File: config.mk
export PLATFORM = sky130hd
export DESIGN_NAME = alu_control_seq
export DESIGN_NICKNAME = d
export VERILOG_FILES = /design/src/rtl/alu_control_seq.sv
export SDC_FILE = /design/constraint.sdc
export NUM_CORES = 1
export LEC_CHECK = 0
export CORE_MARGIN = 1.5
export CORE_UTILIZATION = 40
export DETAILED_ROUTE_END_ITERATION = 8
export GPL_ROUTABILITY_DRIVEN = 0
export HOLD_SLACK_MARGIN = 0.15
export SKIP_LAST_GASP = 1
export SLEW_MARGIN = 20
export SYNTH_ARGS = -nofsm -noshare
export SYNTH_HDL_FRONTEND = slang
export SYNTH_SLANG_ARGS = --single-unit
File: constraint.sdc
create_clock -name clk -period 3.6 [get_ports clk]
set_clock_uncertainty 0.15 [all_clocks]
set_input_delay 0.72 -clock clk [delete_from_list [all_inputs] [get_ports clk]]
set_output_delay 0.72 -clock clk [all_outputs]
set_load 0.01 [all_outputs]
File: src/rtl/alu_control_seq.sv
// ALU control decoder with registered output and valid/ready handshake; ALUCTL_PERF_CNT_EN adds perf counters.
// Latency: single-cycle ops valid on the accept edge; mul/div valid MUL_CYCLES/DIV_CYCLES edges after accept.
// Backpressure: result held while ctrl_ready=0; in_ready low during multi-cycle ops (busy stalls upstream).
module alu_control_seq #(
   parameter int OP_W       = 4,
   parameter int FUNCT_W    = 6,
   parameter int CTRL_W     = 4,
   parameter int MUL_CYCLES = 4,
   parameter int DIV_CYCLES = 16
) (
   input  logic               clk,
   input  logic               rst_n,
   input  logic               in_valid,
   output logic               in_ready,
   input  logic [OP_W-1:0]    alu_op,
   input  logic [FUNCT_W-1:0] funct,
   output logic [CTRL_W-1:0]  ctrl_out,
   output logic               ctrl_valid,
   input  logic               ctrl_ready,
   output logic               busy,
   output logic               illegal
`ifdef ALUCTL_PERF_CNT_EN
   ,
   output logic [31:0]        perf_ops,
   output logic [31:0]        perf_stall
`endif
);

   localparam int MAX_CYC = (MUL_CYCLES > DIV_CYCLES) ? MUL_CYCLES : DIV_CYCLES;
   localparam int CNT_W   = $clog2(MAX_CYC + 1);

   typedef enum logic [1:0] {IDLE, EXEC, HOLD} state_t;

   state_t            state;
   logic [CNT_W-1:0]  cnt;
   logic [CTRL_W-1:0] dec_ctrl;
   logic              dec_ill;
   logic              dec_mul;
   logic              dec_div;
   logic              accept;

   assign in_ready = rst_n && ((state == IDLE) || ((state == HOLD) && ctrl_ready));
   assign accept   = in_valid && in_ready;

   always_comb begin
      dec_ctrl = '0;
      dec_ill  = 1'b0;
      case (alu_op)
         OP_W'(0), OP_W'(3): dec_ctrl = CTRL_W'(4'b0010);
         OP_W'(1):           dec_ctrl = CTRL_W'(4'b1000);
         OP_W'(4):           dec_ctrl = CTRL_W'(4'b0000);
         OP_W'(5):           dec_ctrl = CTRL_W'(4'b0001);
         OP_W'(6):           dec_ctrl = CTRL_W'(4'b0111);
         OP_W'(7):           dec_ctrl = CTRL_W'(4'b1001);
         OP_W'(8):           dec_ctrl = CTRL_W'(4'b0011);
         OP_W'(9):           dec_ctrl = CTRL_W'(4'b0110);
         OP_W'(2): begin
            case (funct)
               FUNCT_W'(6'b100000): dec_ctrl = CTRL_W'(4'b0010);
               FUNCT_W'(6'b100010): dec_ctrl = CTRL_W'(4'b0110);
               FUNCT_W'(6'b000010): dec_ctrl = CTRL_W'(4'b0011);
               FUNCT_W'(6'b011010): dec_ctrl = CTRL_W'(4'b0100);
               FUNCT_W'(6'b100100): dec_ctrl = CTRL_W'(4'b0000);
               FUNCT_W'(6'b100101): dec_ctrl = CTRL_W'(4'b0001);
               FUNCT_W'(6'b101010): dec_ctrl = CTRL_W'(4'b0111);
               FUNCT_W'(6'b000000): dec_ctrl = CTRL_W'(4'b0101);
               FUNCT_W'(6'b100111): dec_ctrl = CTRL_W'(4'b0101);
               FUNCT_W'(6'b100110): dec_ctrl = CTRL_W'(4'b1001);
               FUNCT_W'(6'b101100): dec_ctrl = CTRL_W'(4'b1010);
               default:             dec_ill  = 1'b1;
            endcase
         end
         default: dec_ill = 1'b1;
      endcase
      if (dec_ill) dec_ctrl = CTRL_W'(4'b0101);
   end

   // Multi-cycle class follows the decoded code, so alu_op=8 is a multiply too.
   assign dec_mul = !dec_ill && (dec_ctrl == CTRL_W'(4'b0011));
   assign dec_div = !dec_ill && (dec_ctrl == CTRL_W'(4'b0100));

   always_ff @(posedge clk or negedge rst_n) begin
      if (!rst_n) begin
         state      <= IDLE;
         cnt        <= '0;
         ctrl_out   <= '0;
         ctrl_valid <= 1'b0;
         busy       <= 1'b0;
         illegal    <= 1'b0;
      end else begin
         case (state)
            IDLE, HOLD: begin
               if (accept) begin
                  ctrl_out <= dec_ctrl;
                  illegal  <= dec_ill;
                  if (dec_mul || dec_div) begin
                     state      <= EXEC;
                     cnt        <= dec_mul ? CNT_W'(MUL_CYCLES - 1) : CNT_W'(DIV_CYCLES - 1);
                     busy       <= 1'b1;
                     ctrl_valid <= 1'b0;
                  end else begin
                     state      <= HOLD;
                     ctrl_valid <= 1'b1;
                  end
               end else if ((state == HOLD) && ctrl_ready) begin
                  state      <= IDLE;
                  ctrl_valid <= 1'b0;
               end
            end
            EXEC: begin
               // busy drops after N-1 cycles; the result is published one edge later (N edges total).
               if (cnt == CNT_W'(1)) begin
                  busy <= 1'b0;
                  cnt  <= '0;
               end else if (cnt == '0) begin
                  state      <= HOLD;
                  ctrl_valid <= 1'b1;
               end else begin
                  cnt <= cnt - CNT_W'(1);
               end
            end
            default: state <= IDLE;
         endcase
      end
   end

`ifdef ALUCTL_PERF_CNT_EN
   always_ff @(posedge clk or negedge rst_n) begin
      if (!rst_n) begin
         perf_ops   <= '0;
         perf_stall <= '0;
      end else begin
         if (accept) perf_ops <= perf_ops + 32'd1;
         if (busy)   perf_stall <= perf_stall + 32'd1;
      end
   end
`endif

endmodule

# --- After elaboration in Yosys (flattened, before gate mapping) ---
# Index checks and enable logic that the tools add are counted.
# W data, S select, Z words.
op_classes:
  n_addsub: 1
  eq_ne: 31
  n_mux: 27
  reduce_logical: 23
ops:
  columns: ["operator", "count"]
  rows:
  - ["$eq A6 B6 Y1 const B", 8]
  - ["$pmux W4 S9", 1]
  - ["$pmux W4 S8", 1]
  - ["$eq A4 B3 Y1 const B", 5]
  - ["$mux W5", 4]
  - ["$eq A4 B2 Y1 const B", 3]
  - ["$reduce_and A4 Y1", 3]
  - ["$reduce_or A11 Y1", 1]
  - ["$mux W2", 5]
  - ["$ne A2 B2 Y1 const B", 5]
  - ["$pmux W5 S2", 1]
  - ["$mux W1", 9]
  - ["$reduce_or A9 Y1", 1]
  - ["$eq A4 B4 Y1 const B", 2]
  - ["$mux W4", 2]
  - ["$eq A6 B2 Y1 const B", 1]
  - ["$eq A6 B5 Y1 const B", 1]
  - ["$logic_not A6 Y1", 1]
  - ["$ne A3 B3 Y1 const B", 2]
  - ["$pmux W1 S2", 3]
  - ["$reduce_or A2 Y1", 3]
  - ["$eq A5 B1 Y1 const B", 1]
  - ["$logic_and A1 B1 Y1", 5]
  - ["$logic_not A5 Y1", 1]
  - ["other kinds (12)", 13]
word_totals:
  register_bits: 14
  inputBits: 14
  out_inout_bits: 8
  word_cells: 88

# --- Logic depth before layout (Yosys ltp) ---
# Gate-level depths: netlist of run 1.
depth:
  ltp_word: 11
  depth_mapped: 8
  mapped_depth_nobuf: 7

# --- Worst setup path before layout of run 1 ---
# Ideal clock, no wire load.
synth_timing:
  path_kind: "input-to-reg"
  start: "input funct[3]"
  end: "register cnt[0]"
  setup_ps: 73
  arrival_ps: 2434
  t_required_ps: 3377
  path_slack_ps: 943
  stages: 8
  path_buffers: 1
  path_cell_list: "buf_4 or4_1 a31oi_1 o21ai_1 a211o_1 o311a_4 or2_4 a21oi_2"
synth_between:
  elab_chain_len: 10
  elab_cells_between_ends: 26
synth_rtl:
  columns: ["element", "line", "text"]
  rows:
  - ["from (decl)", "16", "input logic [FUNCT_W-1:0] funct,"]
  - ["$eq A6 B6 Y1 (tied with other cells)", "58", "case (funct)"]
  - ["$reduce_or A2 Y1 (no line) / $reduce_or A11 Y1 (equally long branches)", null, null]
  - ["$pmux W4 S9 / $mux W1 (equally long branches)", "58", null]
  - ["$pmux W4 S8 / $pmux W1 S2 (equally long branches)", "48", "case (alu_op)"]
  - ["$mux W4", "75", "if (dec_ill) dec_ctrl = CTRL_W'(4'b0101);"]
  - ["$eq A4 B2 Y1 / $eq A4 B3 Y1 (equally long branches)", "79, 80", null]
  - ["$logic_and A1 B1 Y1 (on tied branches)", "79, 80", null]
  - ["$logic_or A1 B1 Y1 (*)", "96", "if (dec_mul || dec_div) begin"]
  - ["$ne A2 B2 Y1 (no line) (*)", null, null]
  - ["$reduce_and A4 Y1 (no line) (*)", null, null]
  - ["to (signal assigned)", "98", "cnt <= dec_mul ? CNT_W'(MUL_CYCLES - 1) : CNT_W'(DIV_CYCLES - 1);"]
  - ["to (signal assigned)", "119", "cnt <= cnt - CNT_W'(1);"]
  - ["to (decl)", "35", "logic [CNT_W-1:0] cnt;"]
# Mark *: on every way between the ends. The rest lies on a longest branch, timed or not.
# A chain may end at the register's enable or synchronous reset.

# --- Final worst setup path of run 1 ---
layout_timing:
  start: "input ctrl_ready"
  end: "output in_ready"
layout_between:
  elab_chain_len: 3
layout_rtl:
  columns: ["element", "line", "text"]
  rows:
  - ["from (decl)", "19", "input logic ctrl_ready,"]
  - ["$logic_and A1 B1 Y1", "42", "assign in_ready = rst_n && ((state == IDLE) || ((state == HOLD) && ctrl_ready));"]
  - ["$logic_or A1 B1 Y1", "42", null]
  - ["$logic_and A1 B1 Y1", "42", null]
  - ["to (decl)", "14", "output logic in_ready,"]
# Every way passes these cells.

==> results.rst, run 1 <==
.. list-table::
   :header-rows: 1

   * - Metric
     - Value
   * - Via total after detailed routing
     - 1058
   * - Mean cell area of the mapped netlist
     - 8.09 sq um
   * - Commonest non-fill, non-tap cells in the layout
     - sky130_fd_sc_hd__clkdlybuf4s50_1, sky130_fd_sc_hd__nand2_1, sky130_fd_sc_hd__nor2_1
   * - Maximum buffer depth of the clock tree
     - 2
   * - Headroom to the max-slew limit
     - 53.0%
   * - Clock power frac
     - 21.0%
   * - Via count of the first global-routing pass
     - 934
   * - Final hold violation count
     - 0
   * - Summed negative setup slack over all endpoints
     - 0 ns
   * - TritonCTS clock tree
     - yes
   * - Cell Area, Placed
     - 1320 sq um
   * - Die Y
     - 55.3 um
   * - Core Rows
     - 18
   * - Post-Layout Inst Area
     - 1360 sq um
   * - Post-CTS Setup Inserts
     - 0
   * - Global-route wire length before repair
     - 4230 um
   * - Internal portion of total power
     - 361 uW
   * - Initial core utilization
     - 43.3%
   * - Initial antenna violation count
     - 0
   * - Count of pins on the block boundary
     - 22
   * - Hold Path Stages
     - 2
   * - H-Tree Depth
     - 1
   * - Master cell of the clock root buffer
     - sky130_fd_sc_hd__clkbuf_4
   * - Cell area after technology mapping
     - 1090 sq um
   * - Residual overflow from global routing
     - 0
   * - Clk pin slew, worst setup/hold paths
     - 0.09 ns
   * - Wire length per cell
     - 12.9 um
   * - Number of flops mapped to enable cells by yosys
     - 0
   * - Number of port buffers
     - 21
   * - Transition at the pin with the smallest max-transition slack
     - 0.695 ns
   * - Most common cell after layout, fill and taps aside
     - sky130_fd_sc_hd__clkdlybuf4s50_1
   * - Die Footprint
     - 3050 sq um
   * - # DRC
     - 0
   * - Arr. time, crit path
     - 2.19 ns
   * - Chip width
     - 55.3 um
   * - Origin of the critical flop-to-flop path
     - cnt[1]
   * - Prevailing post-synth register cell
     - sky130_fd_sc_hd__dfrtp_1
   * - Share of total power consumed by net switching
     - 34.4%
   * - TritonCTS Buffers
     - 3
   * - Cells on worst reg2reg path
     - 6
   * - Worst supply voltage drop on vdd
     - 0.323 mV
   * - Count of hold-fix buffers inserted at cts
     - 0
   * - Worst Hold Class
     - register to register
   * - Count of different cell masters after synthesis
     - 48
   * - Warnings from Yosys
     - 0
   * - Fraction of power consumed by combinational cells
     - 36.8%
   * - Total power divided by cell area
     - 406 nW/um^2
   * - Maximum fanout along the worst path
     - 3
   * - Maximum number of pins on one net before global-route repair
     - 15
   * - Fraction of final layout cells sized beyond drive strength 1
     - 10.3%
   * - Post-synthesis net count
     - 151
   * - Area Growth Syn to Fin
     - 24.1%
   * - Worst path required time
     - 2.73 ns
   * - Core area
     - 2520 sq um
   * - Final critical-path required period
     - 3.06 ns
   * - Setup slack at placement
     - 0.273 ns
   * - Slowest Stage Delay on Critical Path
     - 0.60 ns
   * - Final worst setup slack
     - 0.542 ns
   * - CP dominant cell by count
     - sky130_fd_sc_hd__clkdlybuf4s50_1
   * - Number of antenna-violating nets in the routed design
     - 0
   * - DRC marker count from the first detailed-route iteration
     - 42
   * - Worst setup path class
     - input port to output port
   * - Count of non-filler cells in the finished layout
     - 186
   * - First-pass iteration count of the detailed router
     - 4
   * - Maximum frequency from static timing analysis
     - 0.327 GHz
   * - Slowest stage cell, crit path
     - sky130_fd_sc_hd__clkdlybuf4s50_1
   * - Number of max-slew violations in the final report
     - 0
   * - Fillers
     - 246
   * - Final HPWL from detailed placement
     - 1890 um
   * - CP endpoint kind
     - output port
   * - Antenna diodes
     - 0
   * - NumNets Final
     - 173
   * - Power spent charging and discharging nets
     - 189 uW
   * - Min-Delay Endpoint
     - ctrl_out[2]
   * - Tot GR Track Use
     - 17.0%
   * - Sequential cell area fraction in the yosys report
     - 32.1%
   * - Power Total
     - 551 uW
   * - Run status
     - complete, no violations
   * - Register-to-Register Setup Slack
     - 1.67 ns
   * - Cell breakdown of the critical path
     - clkdlybuf4s50_1, inv_1, a211oi_1, clkdlybuf4s50_1
   * - Unrepaired setup endpoints after global routing
     - no
   * - Sum of routed wire length over all layers
     - 2390 um
   * - # setup viols final
     - 0
   * - Cell Count Post-Placement
     - 182
   * - Maximum capacitance violations
     - 0
   * - Clock insertion delay at the later pin of the skew report
     - 0.28 ns
   * - Async set-or-reset flop fraction in the synthesized netlist
     - 100%
   * - Reg power frac
     - 42.2%
   * - CP startpoint kind
     - input port
   * - Count of mapped cells out of synthesis
     - 135
   * - Leakage component of the power
     - 0.000572 uW
   * - Post-CTS Resized
     - 0
   * - Via density per instance
     - 5.69
   * - # clock sinks
     - 14
   * - Count of state elements after synthesis
     - 14
   * - Worst reg2reg endpoint
     - cnt[3]
   * - Tcrit/Tclk final
     - 84.9%
   * - Hold Path Origin
     - ctrl_out[2]
stage by stage:
stage	hold WS, ns	util [%]
2_1_floorplan	0.274	-
3_3_place_gp	0.311	52.3
3_5_place_dp	0.315	52.3
4_1_cts	0.338	53.7
5_1_grt	0.351	53.7
6_report	0.330	53.7
sequential cells by signal, indices dropped and copies added (netlist names):
signal / count
busy: 1
ctrl_valid: 1
ctrl_out: 4
illegal: 1
state: 2
cnt: 5
power by group through the flow:
stage | Sequential (uW) | Clock (uW) | Combinational [uW]
2_1_floorplan | 236 | 0 | 120
3_3_place_gp | 236 | 0 | 203
3_5_place_dp | 236 | 0 | 203
4_1_cts | 233 | 119 | 204
5_1_grt | 238 | 126 | 230
6_report | 232 | 116 | 203
layout make-up:
cell class | count | area (sq um) | area share, %
Timing Repair Buffer | 23 | 225 | 16.6
Inverter | 9 | 33.8 | 2.49
Tap cell | 30 | 37.5 | 2.77
Clock buffer | 4 | 36.3 | 2.68
Sequential cell | 14 | 350 | 25.9
Multi-Input combinational cell | 106 | 672 | 49.6
logic make-up (layout without fill, tap and decap cells):
family / after synthesis / after routing / synth area share, %
AO/OA/AOI/OAI: 39 / 39 / 28.2
adder cells (fa/ha/maj): 2 / 2 / 2.29
buffers and inverters: 15 / 36 / 6.41
AND/OR/NAND/NOR: 63 / 63 / 29.4
flip-flops: 14 / 14 / 32.1
XOR/XNOR: 2 / 2 / 1.60
how the worst max path moves through the flow:
stage               startpoint       end  slack [ns]  cells after the start
CTS                 ctrl_ready  in_ready        0.54                      4
global placement      funct[1]    cnt[3]        0.27                      8
floorplan             funct[3]    cnt[0]        0.94                      8
global route        ctrl_ready  in_ready        0.44                      4
finish              ctrl_ready  in_ready        0.54                      4
detailed placement    funct[1]    cnt[2]        0.27                      8
critical path, delay by kind of cell:
kind,cells,cell delay (ns)
buf+inv,3,1.13
compound gates,1,0.33
cells in the mapped netlist, drive strengths merged (2+ instances only):
| cell type | number | area share [%] |
|---|---|---|
| o211a | 2 | 1.8 |
| nor3 | 3 | 1.4 |
| o21ai | 6 | 3.4 |
| buf | 4 | 2.6 |
| a2bb2oi | 2 | 1.6 |
| nand2 | 20 | 6.9 |
| and3 | 2 | 1.1 |
| nor4 | 2 | 1.1 |
| inv | 9 | 3.1 |
| o31ai | 2 | 1.4 |
| clkbuf | 2 | 0.69 |
| or4 | 2 | 1.4 |
| o211ai | 4 | 2.7 |
| a31oi | 4 | 2.3 |
| or3 | 2 | 1.1 |
| a22oi | 2 | 1.4 |
| a21oi | 5 | 3.0 |
| nor2b | 2 | 1.1 |
| dfrtp | 14 | 32 |
| nor2 | 15 | 5.2 |
| nand2b | 4 | 2.3 |
| nand3b | 2 | 1.4 |
| xnor2 | 2 | 1.6 |
| or2 | 3 | 1.9 |
| nor3b | 2 | 1.4 |
| o311a | 2 | 2.9 |
| ha | 2 | 2.3 |
routing by layer:
metal,global-route usage [%],vias to the layer above,part of all wire (%)
li1,-,532,-
met2,25.7,37,44
met4,3.14,0,0.42
met1,24.3,487,48
met5,0,-,0
met3,5.15,2,7.4
Power figures use the tool's default switching activity.
==> inputs of run 2 (changes only) <==
==> constraint.sdc (replaced) <==
create_clock -name clk -period 3.2 [get_ports clk]
set_clock_uncertainty 0.15 [all_clocks]
set_input_delay 0.64 -clock clk [delete_from_list [all_inputs] [get_ports clk]]
set_output_delay 0.64 -clock clk [all_outputs]
set_load 0.01 [all_outputs]
==> run 2 against run 1 <==
Compared with the run above: die area unchanged; largest cell class unchanged; clock power increased by 12%; global-route usage increased by 0.18 points; largest power group unchanged; critical path type is now input port to register.
==> results.rst, run 2 (same netlist as run 1, synthesis figures left out) <==
.. list-table::
   :header-rows: 1

   * - Metric
     - Value
   * - Run status
     - complete, no violations
   * - Hold Path Stages
     - 2
   * - Global-route wire length before repair
     - 4280 um
   * - Area Growth Syn to Fin
     - 28.2%
   * - Maximum number of pins on one net before global-route repair
     - 15
   * - Transition at the pin with the smallest max-transition slack
     - 0.653 ns
   * - Final HPWL from detailed placement
     - 1960 um
   * - Count of hold-fix buffers inserted at cts
     - 0
   * - Flip-flop count of the largest register after layout
     - 5
   * - Initial core utilization
     - 43.3%
   * - Clk pin slew, worst setup/hold paths
     - 0.09 ns
   * - Arr. time, crit path
     - 2.96 ns
   * - Total power divided by cell area
     - 449 nW/um^2
   * - Setup slack at placement
     - -0.0489 ns
   * - Worst setup path class
     - input port to register
   * - H-Tree Depth
     - 1
   * - Top register by number of flip-flops
     - cnt
   * - TritonCTS Buffers
     - 3
   * - Worst reg2reg endpoint
     - cnt[3]
   * - Maximum fanout along the worst path
     - 10
   * - Worst path required time
     - 3.22 ns
   * - Via density per instance
     - 5.55
   * - Via total after detailed routing
     - 1066
   * - Hold Path Origin
     - ctrl_out[1]
   * - Commonest non-fill, non-tap cells in the layout
     - sky130_fd_sc_hd__clkdlybuf4s50_1, sky130_fd_sc_hd__nand2_1, sky130_fd_sc_hd__nor2_1
   * - Die Y
     - 55.3 um
   * - Number of antenna-violating nets in the routed design
     - 0
   * - Unrepaired setup endpoints after global routing
     - no
   * - CP endpoint kind
     - register
   * - DRC marker count from the first detailed-route iteration
     - 31
   * - Maximum frequency from static timing analysis
     - 0.340 GHz
   * - Antenna diodes
     - 0
   * - Chip width
     - 55.3 um
   * - Most common cell after layout, fill and taps aside
     - sky130_fd_sc_hd__clkdlybuf4s50_1
   * - Final core utilization
     - 55.5%
   * - Register-to-Register Setup Slack
     - 1.29 ns
   * - # clock sinks
     - 14
   * - Final critical-path required period
     - 2.94 ns
   * - # DRC
     - 0
   * - Hold Slack
     - 0.329 ns
   * - Tcrit/Tclk final
     - 91.9%
   * - Final hold violation count
     - 0
   * - Sum of routed wire length over all layers
     - 2470 um
   * - Leakage component of the power
     - 0.000600 uW
   * - Die Footprint
     - 3050 sq um
   * - Core Rows
     - 18
   * - Clock insertion delay at the later pin of the skew report
     - 0.28 ns
   * - Worst Hold Class
     - register to register
   * - # setup viols final
     - 0
   * - Headroom to the max-slew limit
     - 55.8%
   * - Maximum buffer depth of the clock tree
     - 2
   * - Residual overflow from global routing
     - 0
   * - Min-Delay Endpoint
     - ctrl_out[1]
   * - Maximum capacitance violations
     - 0
   * - Count of pins on the block boundary
     - 22
   * - CP startpoint kind
     - input port
   * - Master cell of the clock root buffer
     - sky130_fd_sc_hd__clkbuf_4
   * - Biggest registers after layout
     - cnt: 5 flops, ctrl_out: 4 flops, state: 2 flops
   * - Via count of the first global-routing pass
     - 966
   * - Cells on worst reg2reg path
     - 6
   * - Number of max-slew violations in the final report
     - 0
   * - Number of port buffers
     - 21
   * - Fillers
     - 253
   * - NumNets Final
     - 179
   * - Final worst setup slack
     - 0.259 ns
   * - First-pass iteration count of the detailed router
     - 4
   * - Wire length per cell
     - 12.9 um
   * - Fraction of final layout cells sized beyond drive strength 1
     - 13.6%
   * - TritonCTS clock tree
     - yes
   * - Initial antenna violation count
     - 0
   * - Post-CTS Resized
     - 0
   * - Post-CTS Setup Inserts
     - 0
   * - Core area
     - 2520 sq um
   * - Tot GR Track Use
     - 17.2%
   * - Worst supply voltage drop on vdd
     - 0.368 mV
   * - Origin of the critical flop-to-flop path
     - cnt[1]
[run 2: cell count changes in the layout (fill, tap and decap cells not counted)]
cell,delta
sky130_fd_sc_hd__buf_4,+6
[run 2: layer usage]
metal	part of all wire (%)	up-vias	GRT usage, %
met5	0	-	0
met4	0.40	0	3.48
met3	5.4	2	4.92
met2	42	30	24.1
met1	52	490	26.2
li1	-	544	-
[run 2: how the worst max path moves through the flow]
| stage | from | slack, ns | cells past startpoint | end |
|---|---|---|---|---|
| after global routing | funct[3] | 0.13 | 8 | cnt[3] |
| after CTS | funct[3] | 0.27 | 8 | cnt[3] |
| after floorplan | funct[3] | 0.62 | 8 | cnt[0] |
| after detailed placement | funct[3] | -0.05 | 8 | cnt[3] |
| final | funct[3] | 0.26 | 8 | cnt[3] |
| after global placement | funct[3] | 0.004 | 8 | cnt[3] |
[run 2: critical path: stages]
cell and delay, ns:
sky130_fd_sc_hd__clkdlybuf4s50_1 0.57, sky130_fd_sc_hd__or4_1 0.56, sky130_fd_sc_hd__a31oi_1 0.20, sky130_fd_sc_hd__o21ai_1 0.12
sky130_fd_sc_hd__a211o_1 0.31, sky130_fd_sc_hd__o311a_4 0.16, sky130_fd_sc_hd__o31ai_1 0.31, sky130_fd_sc_hd__o21ai_2 0.09
[run 2: through the flow]
step           instances  TNS, ns  total power (uW)  area, sq um
3_3_place_gp         188        0               497         1360
4_1_cts              192        0               633         1400
3_5_place_dp         188   -0.112               500         1360
2_1_floorplan        135        0               401         1090
6_report             192        0               629         1400
5_1_grt              192        0               676         1400
[run 2: final cells by class]
type / count / area [sq um] / area share, %
clock buffer: 4 / 36.3 / 2.59
sequential: 14 / 350 / 25.0
multi-input combinational: 106 / 672 / 48.0
inverter: 9 / 33.8 / 2.41
timing repair buffer: 29 / 270 / 19.3
tap: 30 / 37.5 / 2.68
[run 2: report_power, final]
part           internal [uW]  switching, uW
Clock                   69.3           60.7
Combinational            122            113
Sequential               220           43.3
